**src/rtl/fpu_pkg.sv**
```systemverilog
// Shared RV32F sequencing definitions: op codes, FSM states, flag layout and
// IEEE-754 single-precision class helpers.
package fpu_pkg;

  localparam logic [2:0] OpFadd    = 3'd0;
  localparam logic [2:0] OpFsub    = 3'd1;
  localparam logic [2:0] OpFmul    = 3'd2;
  localparam logic [2:0] OpFdiv    = 3'd3;
  localparam logic [2:0] OpFsgnj   = 3'd4;
  localparam logic [2:0] OpFsgnjn  = 3'd5;
  localparam logic [2:0] OpFsgnjx  = 3'd6;
  localparam logic [2:0] OpIllegal = 3'd7;

  localparam logic [31:0] CanonNan = 32'h7fc00000;

  // Flag vector layout {NV,DZ,OF,UF,NX}
  localparam int FlagNv = 4;
  localparam int FlagDz = 3;
  localparam int FlagOf = 2;
  localparam int FlagUf = 1;
  localparam int FlagNx = 0;

  typedef enum logic [1:0] {StIdle, StLaunch, StWait, StResp} seq_state_e;

  function automatic logic is_nan(input logic [31:0] x);
    return (x[30:23] == 8'hff) && (x[22:0] != 23'd0);
  endfunction

  function automatic logic is_inf(input logic [31:0] x);
    return (x[30:23] == 8'hff) && (x[22:0] == 23'd0);
  endfunction

  function automatic logic is_zero(input logic [31:0] x);
    return x[30:0] == 31'd0;
  endfunction

  // Magnitude of a, sign chosen by the sign-injection variant.
  function automatic logic [31:0] sign_inject(input logic [2:0] op, input logic [31:0] a,
                                              input logic [31:0] b);
    logic sign;
    case (op)
      OpFsgnj:  sign = b[31];
      OpFsgnjn: sign = ~b[31];
      default:  sign = a[31] ^ b[31];
    endcase
    return {sign, a[30:0]};
  endfunction

endpackage

```
**src/rtl/fpu_issue_seq_if.sv**
```systemverilog
// Decode request, FP unit start/done and writeback signals of the FP issue sequencer.
interface fpu_issue_seq_if;
  logic        req_valid;
  logic        req_ready;
  logic [2:0]  req_op;
  logic [4:0]  req_rd;
  logic [31:0] req_a;
  logic [31:0] req_b;
  logic [31:0] unit_a;
  logic [31:0] unit_b;
  logic        add_start;
  logic        mul_start;
  logic        div_start;
  logic        add_done;
  logic        mul_done;
  logic        div_done;
  logic [31:0] add_result;
  logic [31:0] mul_result;
  logic [31:0] div_result;
  logic        wb_valid;
  logic        wb_ready;
  logic [4:0]  wb_rd;
  logic [31:0] wb_data;
  logic [4:0]  wb_flags;
  logic        err;

  // Sequencer side
  modport slave (
    input  req_valid, req_op, req_rd, req_a, req_b,
    input  add_done, mul_done, div_done, add_result, mul_result, div_result,
    input  wb_ready,
    output req_ready, unit_a, unit_b, add_start, mul_start, div_start,
    output wb_valid, wb_rd, wb_data, wb_flags, err
  );

  // Decode / unit / writeback side
  modport master (
    output req_valid, req_op, req_rd, req_a, req_b,
    output add_done, mul_done, div_done, add_result, mul_result, div_result,
    output wb_ready,
    input  req_ready, unit_a, unit_b, add_start, mul_start, div_start,
    input  wb_valid, wb_rd, wb_data, wb_flags, err
  );
endinterface

```
**src/rtl/fpu_flag_classify.sv**
```systemverilog
// Combinational IEEE exception flag classification of an FP result against its operands.
module fpu_flag_classify
  import fpu_pkg::*;
(
  input  logic [31:0] r,
  input  logic [31:0] a,
  input  logic [31:0] b,
  input  logic [2:0]  op,
  output logic [4:0]  flags
);

  logic a_special;
  logic b_special;
  logic div_zero;

  always_comb begin
    a_special = is_inf(a) | is_nan(a);
    b_special = is_inf(b) | is_nan(b);
    div_zero  = (op == OpFdiv) && is_zero(b) && !is_zero(a) && !a_special;

    flags         = '0;
    flags[FlagNv] = is_nan(r);
    flags[FlagDz] = div_zero;
    flags[FlagOf] = is_inf(r) && !a_special && !b_special && !div_zero;
    flags[FlagUf] = 1'b0;
    flags[FlagNx] = 1'b0;
    // Sign injection is exact and never raises anything
    if (op >= OpFsgnj && op <= OpFsgnjx) begin
      flags = '0;
    end
  end

endmodule

```
**src/rtl/fpu_issue_seq.sv**
```systemverilog
// Issue sequencer between RV32F decode and the multi-cycle add/mul/div units; sign
// injection is executed locally, illegal ops and unit timeouts return a canonical NaN.
module fpu_issue_seq
  import fpu_pkg::*;
#(
  parameter int unsigned TIMEOUT_CYCLES = 64,
  parameter int unsigned CNT_W          = 7
) (
  input logic            clk,
  input logic            rst,
  fpu_issue_seq_if.slave bus
);

  localparam logic [CNT_W-1:0] TimeoutCnt = CNT_W'(TIMEOUT_CYCLES);
  localparam logic [4:0]       FlagsNv    = 5'b1 << FlagNv;

  seq_state_e       state_q, state_d;
  logic [2:0]       op_q, op_d;
  logic [31:0]      unit_a_q, unit_a_d;
  logic [31:0]      unit_b_q, unit_b_d;
  logic [31:0]      wb_data_q, wb_data_d;
  logic [4:0]       wb_rd_q, wb_rd_d;
  logic [4:0]       wb_flags_q, wb_flags_d;
  logic             err_q, err_d;
  logic [CNT_W-1:0] cnt_q, cnt_d;

  logic        sel_done;
  logic [31:0] sel_result;
  logic [4:0]  unit_flags;

  // Only the unit that was launched is listened to
  always_comb begin
    sel_done   = 1'b0;
    sel_result = '0;
    case (op_q)
      OpFadd, OpFsub: begin
        sel_done   = bus.add_done;
        sel_result = bus.add_result;
      end
      OpFmul: begin
        sel_done   = bus.mul_done;
        sel_result = bus.mul_result;
      end
      OpFdiv: begin
        sel_done   = bus.div_done;
        sel_result = bus.div_result;
      end
      default: ;
    endcase
  end

  fpu_flag_classify u_classify (
    .r     (sel_result),
    .a     (unit_a_q),
    .b     (unit_b_q),
    .op    (op_q),
    .flags (unit_flags)
  );

  always_comb begin
    state_d    = state_q;
    op_d       = op_q;
    unit_a_d   = unit_a_q;
    unit_b_d   = unit_b_q;
    wb_data_d  = wb_data_q;
    wb_rd_d    = wb_rd_q;
    wb_flags_d = wb_flags_q;
    err_d      = 1'b0;
    cnt_d      = cnt_q;

    unique case (state_q)
      StIdle: begin
        if (bus.req_valid) begin
          op_d     = bus.req_op;
          wb_rd_d  = bus.req_rd;
          unit_a_d = bus.req_a;
          unit_b_d = {bus.req_b[31] ^ (bus.req_op == OpFsub), bus.req_b[30:0]};
          if (bus.req_op <= OpFdiv) begin
            state_d = StLaunch;
          end else if (bus.req_op == OpIllegal) begin
            wb_data_d  = CanonNan;
            wb_flags_d = FlagsNv;
            err_d      = 1'b1;
            state_d    = StResp;
          end else begin
            wb_data_d  = sign_inject(bus.req_op, bus.req_a, bus.req_b);
            wb_flags_d = '0;
            state_d    = StResp;
          end
        end
      end
      StLaunch: begin
        cnt_d   = '0;
        state_d = StWait;
      end
      StWait: begin
        cnt_d = cnt_q + CNT_W'(1);
        if (sel_done) begin
          wb_data_d  = sel_result;
          wb_flags_d = unit_flags;
          state_d    = StResp;
        end else if (cnt_d == TimeoutCnt) begin
          wb_data_d  = CanonNan;
          wb_flags_d = FlagsNv;
          err_d      = 1'b1;
          state_d    = StResp;
        end
      end
      StResp: begin
        if (bus.wb_ready) begin
          state_d = StIdle;
        end
      end
      default: state_d = StIdle;
    endcase
  end

  always_ff @(posedge clk) begin
    if (rst) begin
      state_q    <= StIdle;
      op_q       <= OpFadd;
      unit_a_q   <= '0;
      unit_b_q   <= '0;
      wb_data_q  <= '0;
      wb_rd_q    <= '0;
      wb_flags_q <= '0;
      err_q      <= 1'b0;
      cnt_q      <= '0;
    end else begin
      state_q    <= state_d;
      op_q       <= op_d;
      unit_a_q   <= unit_a_d;
      unit_b_q   <= unit_b_d;
      wb_data_q  <= wb_data_d;
      wb_rd_q    <= wb_rd_d;
      wb_flags_q <= wb_flags_d;
      err_q      <= err_d;
      cnt_q      <= cnt_d;
    end
  end

  assign bus.req_ready = (state_q == StIdle);
  assign bus.add_start = (state_q == StLaunch) && (op_q == OpFadd || op_q == OpFsub);
  assign bus.mul_start = (state_q == StLaunch) && (op_q == OpFmul);
  assign bus.div_start = (state_q == StLaunch) && (op_q == OpFdiv);
  assign bus.wb_valid  = (state_q == StResp);
  assign bus.unit_a    = unit_a_q;
  assign bus.unit_b    = unit_b_q;
  assign bus.wb_rd     = wb_rd_q;
  assign bus.wb_data   = wb_data_q;
  assign bus.wb_flags  = wb_flags_q;
  assign bus.err       = err_q;

endmodule
```
**src/flat_wrapper.sv**
```systemverilog
// flat-port wrapper written by rule: the top's interface ports become plain ports
module fpu_issue_seq_flat import fpu_pkg::*;
#(
  parameter int unsigned TIMEOUT_CYCLES = 64,
  parameter int unsigned CNT_W          = 7
)
  (clk, rst, bus_req_valid, bus_req_op, bus_req_rd, bus_req_a, bus_req_b, bus_add_done, bus_mul_done, bus_div_done, bus_add_result, bus_mul_result, bus_div_result, bus_wb_ready, bus_req_ready, bus_unit_a, bus_unit_b, bus_add_start, bus_mul_start, bus_div_start, bus_wb_valid, bus_wb_rd, bus_wb_data, bus_wb_flags, bus_err);
  fpu_issue_seq_if bus_i ();
  input logic clk;
  input logic rst;
  input wire logic [$bits(bus_i.req_valid)-1:0] bus_req_valid;
  input wire logic [$bits(bus_i.req_op)-1:0] bus_req_op;
  input wire logic [$bits(bus_i.req_rd)-1:0] bus_req_rd;
  input wire logic [$bits(bus_i.req_a)-1:0] bus_req_a;
  input wire logic [$bits(bus_i.req_b)-1:0] bus_req_b;
  input wire logic [$bits(bus_i.add_done)-1:0] bus_add_done;
  input wire logic [$bits(bus_i.mul_done)-1:0] bus_mul_done;
  input wire logic [$bits(bus_i.div_done)-1:0] bus_div_done;
  input wire logic [$bits(bus_i.add_result)-1:0] bus_add_result;
  input wire logic [$bits(bus_i.mul_result)-1:0] bus_mul_result;
  input wire logic [$bits(bus_i.div_result)-1:0] bus_div_result;
  input wire logic [$bits(bus_i.wb_ready)-1:0] bus_wb_ready;
  output wire logic [$bits(bus_i.req_ready)-1:0] bus_req_ready;
  output wire logic [$bits(bus_i.unit_a)-1:0] bus_unit_a;
  output wire logic [$bits(bus_i.unit_b)-1:0] bus_unit_b;
  output wire logic [$bits(bus_i.add_start)-1:0] bus_add_start;
  output wire logic [$bits(bus_i.mul_start)-1:0] bus_mul_start;
  output wire logic [$bits(bus_i.div_start)-1:0] bus_div_start;
  output wire logic [$bits(bus_i.wb_valid)-1:0] bus_wb_valid;
  output wire logic [$bits(bus_i.wb_rd)-1:0] bus_wb_rd;
  output wire logic [$bits(bus_i.wb_data)-1:0] bus_wb_data;
  output wire logic [$bits(bus_i.wb_flags)-1:0] bus_wb_flags;
  output wire logic [$bits(bus_i.err)-1:0] bus_err;
  assign bus_i.req_valid = bus_req_valid;
  assign bus_i.req_op = bus_req_op;
  assign bus_i.req_rd = bus_req_rd;
  assign bus_i.req_a = bus_req_a;
  assign bus_i.req_b = bus_req_b;
  assign bus_i.add_done = bus_add_done;
  assign bus_i.mul_done = bus_mul_done;
  assign bus_i.div_done = bus_div_done;
  assign bus_i.add_result = bus_add_result;
  assign bus_i.mul_result = bus_mul_result;
  assign bus_i.div_result = bus_div_result;
  assign bus_i.wb_ready = bus_wb_ready;
  assign bus_req_ready = bus_i.req_ready;
  assign bus_unit_a = bus_i.unit_a;
  assign bus_unit_b = bus_i.unit_b;
  assign bus_add_start = bus_i.add_start;
  assign bus_mul_start = bus_i.mul_start;
  assign bus_div_start = bus_i.div_start;
  assign bus_wb_valid = bus_i.wb_valid;
  assign bus_wb_rd = bus_i.wb_rd;
  assign bus_wb_data = bus_i.wb_data;
  assign bus_wb_flags = bus_i.wb_flags;
  assign bus_err = bus_i.err;
  fpu_issue_seq #(.TIMEOUT_CYCLES(TIMEOUT_CYCLES), .CNT_W(CNT_W)) u_core (.clk(clk), .rst(rst), .bus(bus_i));
endmodule
```
**config.mk**
```make
export PLATFORM = sky130hd
export DESIGN_NAME = fpu_issue_seq_flat
export DESIGN_NICKNAME = d
export VERILOG_FILES = /design/src/rtl/fpu_pkg.sv /design/src/rtl/fpu_issue_seq_if.sv /design/src/rtl/fpu_flag_classify.sv /design/src/rtl/fpu_issue_seq.sv /design/src/flat_wrapper.sv
export SDC_FILE = /design/constraint.sdc
export NUM_CORES = 1
export LEC_CHECK = 0
export CORE_ASPECT_RATIO = 0.7
export CORE_MARGIN = 2
export CORE_UTILIZATION = 30
export CTS_CLUSTER_SIZE = 10
export DETAILED_ROUTE_END_ITERATION = 8
export PLACE_DENSITY = 0.71
export SLEW_MARGIN = 20
export SYNTH_ARGS = -nofsm -noshare
export SYNTH_HDL_FRONTEND = slang
export SYNTH_SLANG_ARGS = --single-unit
```
**constraint.sdc**
```tcl
create_clock -name clk -period 2.2 [get_ports clk]
set_input_delay 0.44 -clock clk [delete_from_list [all_inputs] [get_ports clk]]
set_output_delay 0.44 -clock clk [all_outputs]
set_load 0.03 [all_outputs]
```
# After elaboration in Yosys (flattened, before gate mapping)
# Cells that the tools add are included.
[totals]
input_bits = 175
reg_bits = 119
output_inout_bits = 112
wordCells = 102
[op_classes]
reduce_logical = 37
eq_ne = 18
n_addsub = 1
bitwise_logic = 5
n_mux = 29
n_lt_le_gt_ge = 3
[op_table]
columns = ["operator", "n"]
rows = [
  ["2-to-1 mux 32 bit", 5],
  ["case mux 32 bit (3 select lines)", 1],
  ["logical NOT 23 bit", 3],
  ["nonzero test 23 bit", 3],
  ["case mux 32 bit (2 select lines)", 1],
  ["logical NOT 31 bit", 2],
  ["2-to-1 mux 5 bit", 6],
  ["equality test 8 bit, second input constant", 3],
  ["logical AND 1 bit", 16],
  ["case mux 7 bit (2 select lines)", 1],
  ["2-to-1 mux 2 bit", 5],
  ["case mux 5 bit (2 select lines)", 1],
  ["equality test 3 bit, second input constant", 3],
  ["case mux 2 bit (4 select lines)", 1],
  ["adder 7 x 1 -> 7 bit, second input constant", 1],
  ["equality test 7 bit, second input constant", 1],
  ["equality test 3 x 1 -> 1 bit, second input constant", 2],
  ["equality test 3 x 2 -> 1 bit, second input constant", 2],
  ["!= test 2 bit, second input constant", 3],
  ["2-to-1 mux 1 bit", 5],
  ["equality test 2 bit, second input constant", 2],
  ["logical NOT 1 bit", 4],
  ["case mux 1 bit (2 select lines)", 2],
  ["AND reduction 4 bit", 1],
  ["16 further kinds", 19],
]

# Depth between registers and ports, before layout
[depth]
ltp_word = 11
depth_mapped = 10
depth_no_buf = 8

# Cells and area by module
# Synthesis repeated with hierarchy kept, for this count alone.
[unflattened]
cells_unflattened = 792
area_unflattened_um2 = 6323.6
[by_module_without_submodules]
columns = ["module", "area_per_inst_um2", "seq_area_each_um2", "cells_per_inst", "n_inst"]
rows = [
  ["fpu_issue_seq", 5988.2, 2382.3, 746, 1],
  ["fpu_flag_classify", 335.3, 0.0, 46, 1],
]

# Least setup slack after synthesis
# OpenSTA, ideal clock, no wires.
[synth_path]
kind = "flip-flop to output port"
start = "reg u_core.op_q[2]"
end = "out bus_mul_start"
setup_slack_ps = 12
required_time_ps = 1760
t_arrival_ps = 1748
path_buffers = 3
stages_incl_launch_ff = 6
cell_sequence = "dfxtp_1 clkbuf_1 buf_2 buf_2 nand2b_1 nor3b_1"
[synth_via]
elab_chain_len = 2
[synth_rtl]
columns = ["element", "line_no", "text"]
rows = [
  ["from (decl)", "fpu_issue_seq.sv:18", "logic [2:0] op_q, op_d;"],
  ["from (signal assigned)", "fpu_issue_seq.sv:121", "op_q <= OpFadd;"],
  ["from (signal assigned)", "fpu_issue_seq.sv:131", "op_q <= op_d;"],
  ["equality test 3 x 2 -> 1 bit", "fpu_issue_seq.sv:144", "assign bus.mul_start = (state_q == StLaunch) && (op_q == OpFmul);"],
  ["logical AND 1 bit", "fpu_issue_seq.sv:144", ""],
  ["to (decl)", "flat_wrapper.sv:27", "output wire logic [$bits(bus_i.mul_start)-1:0] bus_mul_start;"],
]
# No other way between the ends.

# Final worst setup path
[layout_path]
start = "reg u_core.state_q[0]"
end = "out bus_wb_valid"
[layout_via]
elab_chain_len = 1
[layout_rtl]
columns = ["element", "line_no", "text"]
rows = [
  ["from (decl)", "fpu_issue_seq.sv:17", "seq_state_e state_q, state_d;"],
  ["from (signal assigned)", "fpu_issue_seq.sv:120", "state_q <= StIdle;"],
  ["from (signal assigned)", "fpu_issue_seq.sv:130", "state_q <= state_d;"],
  ["equality test 2 bit", "fpu_issue_seq.sv:146", "assign bus.wb_valid = (state_q == StResp);"],
  ["to (decl)", "flat_wrapper.sv:29", "output wire logic [$bits(bus_i.wb_valid)-1:0] bus_wb_valid;"],
]
# No other way between the ends.

==> impl_summary.log <==
[metrics] status: finished, final reports clean
[metrics] area fraction of the dominant cell type after synthesis: 0.408
[metrics] layout cells sized above 1: 0.112
[metrics] startpoint of the most critical hold path: rst
[metrics] met3 track demand over resource in global routing: 0.0696
[metrics] launch point of the critical path: u_core.state_q[0]
[metrics] CP endpoint kind: primary output
[metrics] CTS root buffer: sky130_fd_sc_hd__clkbuf_16
[metrics] number of standard cells after synthesis: 729
[metrics] Clock Sink Count: 117
[metrics] warnings from Yosys: 0
[metrics] Top FF cell, synth: sky130_fd_sc_hd__dfxtp_1
[metrics] worst-path maximum fanout: 4
[metrics] minimum clock period: 2.16 ns
[metrics] fraction of synthesis flops using an asynchronous set or reset pin: 0
[metrics] count of flip-flops with a built-in enable after synthesis: 0
[metrics] Pwr Density: 1150 nW/um^2
[metrics] max-slew violation count: 0
[metrics] global-route wire length before repair: 35200 um
[metrics] max-cap check violation count: 0
[metrics] number of distinct library cells after synthesis: 51
[metrics] Placer Congestion: 0.869
[metrics] cell type contributing the most total cell area after synthesis: sky130_fd_sc_hd__dfxtp_1
[metrics] Initial DRC Count: 431
[metrics] final setup skew: 0.00995 ns
[metrics] top area cells in the synthesized netlist: sky130_fd_sc_hd__dfxtp_1 (41%), sky130_fd_sc_hd__nand2_1 (10%), sky130_fd_sc_hd__a21oi_1 (7.4%)
[metrics] overall via count from detail_route: 6536
[metrics] initial standard-cell utilization of the core: 0.305
[metrics] number of H-tree levels: 4
[metrics] layer with the highest usage after global routing: met2
[metrics] count of hold-fix buffers inserted at cts: 0
[metrics] cts bufs inserted: 17
[metrics] final routed wire length divided by cell count: 18.2 um
[metrics] residual overflow from global routing: 0
[metrics] Post-route DRC: 0
[metrics] Static Leak: 3.56 nW
[metrics] launching point of the worst reg2reg path: u_core.op_q[0]
[metrics] input/output buffers: 284
[metrics] highest clock frequency the design can meet: 462 MHz
[metrics] met2 track demand over resource in global routing: 0.379
[metrics] area of the placeable core: 18800 sq um
[metrics] antenna diode count: 0
[metrics] met1 layer usage reported by global route: 0.285
[metrics] total of flip-flops plus latches after synthesis: 117
[metrics] Post-DRT Antenna Nets: 0
[metrics] worst-case setup slack after placement: -0.156 ns
[metrics] number of antenna violations at the first check in global routing: 1
[metrics] Critical Path Start Type: flip-flop
[metrics] maximum number of pins on one net before global-route repair: 73
[metrics] first-pass detailed-route iteration total: 7
[metrics] data required time of the worst path: 1.76 ns
[metrics] clock latency reported for the late side of the worst-skew pair: 0.40 ns
[metrics] type of the setup path with the least slack: flip-flop to primary output
[metrics] total wire length after detailed routing: 23500 um
[metrics] final critical-path share of the clock period: 0.983
[metrics] worst vdd ir: 0.530 mV
[metrics] worst slew slack as a fraction of its limit: 0.647
[metrics] number of hold violations in the final report: 0
[metrics] Area growth syn-to-layout: 70.6%
[metrics] number of vias per cell after detailed routing: 5.07
[metrics] minimum setup slack in the final design: 0.0367 ns
[metrics] Finished Core Util: 0.521
[metrics] mean area per synthesized cell: 7.88 sq um
[metrics] Hold Crit Class: input port to flip-flop
[metrics] Setup-failing EPs final: 0
[metrics] final HPWL from detailed placement: 17700 um
[metrics] number of placed I/O pins: 287
[metrics] part of the Yosys area used for sequential elements: 0.408
[metrics] via count of the first global-routing pass: 6397
[metrics] actual transition at the worst max-transition pin: 0.529 ns
[metrics] Syn Std Cell Area: 5740 sq um
[metrics] number of standard-cell rows in the floorplan: 42
[metrics] Total Routing Usage GR: 0.225
[metrics] Die Width: 169 um
[metrics] Power Total: 11.2 mW
[metrics] Layout Nets: 1215
[metrics] CTS clk-pin slew, worst paths: 0.06 ns
[metrics] TritonCTS clock tree: done
[metrics] maximum buffer depth of the clock tree: 2
[metrics] arrival time of the worst setup path: 1.72 ns
[metrics] vertical die dimension: 120 um
[metrics] filler cell count: 1786
[metrics] Die Footprint: 20300 sq um
-- synthesized netlist by cell type (2+ instances only) --
master	instances
sky130_fd_sc_hd__nand2_1	153
sky130_fd_sc_hd__dfxtp_1	117
sky130_fd_sc_hd__a21oi_1	85
sky130_fd_sc_hd__nor2_1	74
sky130_fd_sc_hd__a211oi_1	54
sky130_fd_sc_hd__mux2i_1	39
sky130_fd_sc_hd__clkbuf_1	28
sky130_fd_sc_hd__a22oi_1	23
sky130_fd_sc_hd__buf_2	18
sky130_fd_sc_hd__nor4_1	18
sky130_fd_sc_hd__inv_1	15
sky130_fd_sc_hd__nand4_1	9
sky130_fd_sc_hd__o22ai_1	9
sky130_fd_sc_hd__nand2b_1	8
sky130_fd_sc_hd__buf_1	7
sky130_fd_sc_hd__ha_1	6
sky130_fd_sc_hd__nand3_1	6
sky130_fd_sc_hd__nor3_1	6
sky130_fd_sc_hd__o21ai_0	5
sky130_fd_sc_hd__buf_12	3
sky130_fd_sc_hd__buf_4	3
sky130_fd_sc_hd__nor3b_1	3
sky130_fd_sc_hd__o221ai_1	3
sky130_fd_sc_hd__or4_1	3
sky130_fd_sc_hd__xnor2_1	3
sky130_fd_sc_hd__a211oi_2	2
sky130_fd_sc_hd__a31o_2	2
sky130_fd_sc_hd__and2_1	2
sky130_fd_sc_hd__nor2b_1	2
sky130_fd_sc_hd__o21a_1	2
-- power by group --
| group | switching, mW | total [mW] | internal [mW] |
|---|---|---|---|
| registers | 0.377 | 2.99 | 2.62 |
| clock network | 1.02 | 2.68 | 1.66 |
| logic | 3.16 | 5.55 | 2.39 |
| total | 4.56 | 11.2 | 6.67 |
-- sequential cells by signal, indices dropped and copies added, names as in the netlist --
register,cells
u_core.bus.unit_a,32
u_core.bus.unit_b,32
u_core.bus.wb_data,32
u_core.cnt_q,7
u_core.bus.wb_rd,5
u_core.bus.wb_flags,3
u_core.op_q,3
u_core.state_q,2
u_core.bus.err,1
-- metrics by stage --
stage / std cells / hold slack, ns / setup TNS [ns] / instance area [sq um]
after floorplan: 730 / 0.460 / 0 / 5750
after detailed placement: 1254 / 0.451 / -3.98 / 9130
after global placement: 1254 / 0.441 / -2.39 / 9130
after CTS: 1286 / 0.374 / 0 / 9690
after global routing: 1289 / 0.397 / -0.0102 / 9800
final: 1289 / 0.397 / 0 / 9800
-- metal layers --
| layer | share of wire | vias to the layer above |
|---|---|---|
| met2 | 0.47 | 276 |
| met1 | 0.43 | 3059 |
| met3 | 0.085 | 17 |
| met5 | 0.00047 | - |
| li1 | - | 3182 |
| met4 | 0.011 | 2 |
-- cell families after synthesis --
group           synth area share
xor+xnor                 0.00610
compound gates             0.220
flops                      0.408
other cells             0.000653
simple gates               0.217
mux                       0.0699
buf+inv                   0.0647
fa+ha+maj                 0.0131
-- final cells by class --
cell class | count | area [sq um] | area share
sequential | 117 | 2340 | 0.239
multi-input combinational | 538 | 3110 | 0.317
inverter | 15 | 56.3 | 0.00575
clock inverter | 13 | 134 | 0.0137
timing repair buffer | 345 | 3420 | 0.349
clock buffer | 19 | 433 | 0.0442
tap | 242 | 303 | 0.0309
-- path summary, 6_finish.rpt --
check	endpoint	slack, ns	cells after the start
hold reg to reg	u_core.bus.wb_rd[3]	0.46	2
setup reg to reg	u_core.bus.wb_flags[4]	0.13	8
setup / recovery	bus_wb_valid	0.04	2
hold / removal	u_core.op_q[0]	0.40	2
-- timing repair --
item,4_1_cts,5_1_grt
buffers inserted,0,2
pin swaps,0,2
resized for setup,5,14
setup endpoints to repair,5,38
cloned,0,1
-- cells in the final DEF, fill, tap and decap left out, types with 15 or more instances in the layout --
master,instances
sky130_fd_sc_hd__clkdlybuf4s50_1,279
sky130_fd_sc_hd__nand2_1,152
sky130_fd_sc_hd__dfxtp_1,115
sky130_fd_sc_hd__a21oi_1,85
sky130_fd_sc_hd__nor2_1,73
sky130_fd_sc_hd__buf_4,52
sky130_fd_sc_hd__a211oi_1,51
sky130_fd_sc_hd__mux2i_1,39
sky130_fd_sc_hd__a22oi_1,23
sky130_fd_sc_hd__nor4_1,18
sky130_fd_sc_hd__clkbuf_16,18
sky130_fd_sc_hd__inv_1,15
-- critical path, stage by stage, from the launching register on --
cell                              delay, ns
sky130_fd_sc_hd__dfxtp_1               0.38
sky130_fd_sc_hd__ha_1                  0.23
sky130_fd_sc_hd__clkdlybuf4s50_1       0.71
(Power assumes the default switching activity.)
==> patch (config.mk and constraints unchanged) <==
`CNT_W` is set to 7 in 2 places; all go to 14.
--- a/src/rtl/fpu_issue_seq.sv
+++ b/src/rtl/fpu_issue_seq.sv
@@ -6,3 +6,3 @@
   parameter int unsigned TIMEOUT_CYCLES = 64,
-  parameter int unsigned CNT_W          = 7
+  parameter int unsigned CNT_W          = 14
 ) (
--- a/src/flat_wrapper.sv
+++ b/src/flat_wrapper.sv
@@ -4,3 +4,3 @@
   parameter int unsigned TIMEOUT_CYCLES = 64,
-  parameter int unsigned CNT_W          = 7
+  parameter int unsigned CNT_W          = 14
 )
Check against the original RTL: same outputs for any inputs over 4 cycles, from zero or initial values and one cycle with rst high; that may be too few to reach the edited logic, so the function may still have changed.
==> patch against the original RTL <==
  * Utilization is 2.2 points higher
  * Critical endpoint is now u_core.bus.wb_data[29]
  * Clock power grew 7.8%
  * Count of clock-buffer cells in the layout down 1
  * Synthesized cell count up 12%
  * Power rose by 13%
  * First-iteration DRC count increased by 47%
  * Cell area is 15% higher
  * Worst setup slack worse by 0.37 ns
  * Sequential cell count rose by 7
  * Non-clock buffer count rose by 65
  * Wire length rose by 14%
  * Via count rose by 13%
  * The run now ends with setup timing left
  * Area after synthesis up 11%
==> patch: results (changes against the original RTL) <==
DR WL met2 11900 um (+7.8%); CP arrival 2.87 ns (+1.15 ns); pre-CTS setup slack -0.502 ns (-0.347 ns); starting DRC count in detailed routing 633 (+47%); met3 Use GR 0.0613 (-0.00830); Final Skew 0.0113 ns (+0.00137 ns); CP max stage cell or4_4; gp weighted congestion 0.874 (+0.59%); family with the most delay on the worst path simple AND/OR/NAND/NOR gates; Clk Latency, worst-skew pair 0.42 ns (+0.02 ns); Critical Path Fanout Max 8 (+4); syn_area_per_cell 7.83 um2 (-0.58%); adder-cell share of the synthesized area 0.0118 (-0.00128); met3 wire len 2270 um (+13%); post_cts resized 30 (+25); via count 7416 (+13%); share of layout cells above drive strength 1 0.203 (+0.0916); vias in the first global route 7223 (+13%); non-filler instance count after layout 1461 (+13%); mux cell area share after synthesis 0.0552 (-0.0147); CTS Buffer Depth 2 (unchanged); internal power 7.46 mW (+12%); Crit path largest cell delay 0.56 ns (-0.15 ns); status finished, violations left; most frequent cells after synthesis nand2_1, dfxtp_1, nor2_1; Worst-path clk slew 0.06 ns (about the same); hpwl dp 19500 um (+9.7%); failing checks setup timing; CTS Buf Count 17 (unchanged); largest net degree at the start of global routing 75 (+2.7%); Cells after DPL 1410 (+12%); first-pass GRT wire length 40100 um (+14%); gr usage total 0.231 (+0.00665); Worst slew margin 0.461 (-0.186); post-CTS setup repair buffer count 9 (+9); most area-consuming cells after synthesis dfxtp_1, nand2_1, a21oi_1; initial antenna violation count 0 (-1); R2R depth 12 (+4); Leak Pwr 4.10 nW (+15%); DRT Pass-1 Iters 5 (-2); dpl cell area 10200 um2 (+11%); Top Metal Used met4; VDD IR-drop max 0.000486 V (-8.4%); synth warn 0 (unchanged); H-tree depth 4 (unchanged); met1 usage 0.319 (+0.0347); Synth cell types 54 (+5.9%); post-route setup slack -0.338 ns (-0.374 ns); met2 Resource Use GR 0.355 (-0.0231); Final setup viols 38 (+38); XOR/XNOR Fraction of Synth Area 0.0110 (+0.00490); PortBufs 284 (unchanged); Metal-1 WL 11900 um (+18%); sequential area share after synthesis 0.390 (-0.0180)
patch: cell count changes after synthesis, moves of 7 or more:
cell / change
clkbuf_1: +18
buf_2: -15
a211oi_1: -16
nor2_1: +14
nor3_1: +11
nand2_1: +21
inv_1: -8
a211oi_2: +22
dfxtp_1: +7
patch: layout make-up:
cell class	instances	area, um2
fillers	1887	9490
repair buffers	410	4070
well taps	276	345
inverters	7	26.3
clock buffers	18	429
clock inverters	13	169
multi-input cells	613	3730
flip-flops and latches	124	2500
patch: per-stage QoR:
| stage | power [mW] | TNS [ns] | util |
|---|---|---|---|
| 2_1_floorplan | 6.47 | -7.82 | - |
| 3_3_place_gp | 8.96 | -12.95 | 0.490 |
| 3_5_place_dp | 9.05 | -16.44 | 0.490 |
| 4_1_cts | 12.5 | -10.21 | 0.533 |
| 5_1_grt | 13.3 | -12.04 | 0.543 |
| 6_report | 12.6 | -9.36 | 0.543 |
patch: cell families after synthesis:
| family | count (synthesis) |
|---|---|
| AOI/OAI and AO/OA | 212 |
| xor gates and xnor gates | 8 |
| adders and majority gates | 6 |
| buffers and inverters | 77 |
| DFF | 124 |
| muxes | 35 |
| other | 1 |
| and+or+nand+nor | 350 |
patch: final timing paths:
path | slack, ns | end | start
max reg2reg | -0.34 | u_core.bus.wb_data[29] | u_core.cnt_q[0]
min reg2reg | 0.45 | u_core.bus.wb_rd[2] | u_core.bus.wb_rd[2]
max | -0.34 | u_core.bus.wb_data[29] | u_core.cnt_q[0]
min | 0.43 | u_core.cnt_q[7] | rst
patch: power by group through the flow:
stage	clock (mW)	sequential [mW]	combinational [mW]
2_1_floorplan	0	4.00	2.48
6_report	2.89	3.16	6.59
4_1_cts	2.92	3.14	6.40
5_1_grt	3.03	3.22	7.04
3_5_place_dp	0	3.17	5.89
3_3_place_gp	0	3.16	5.80
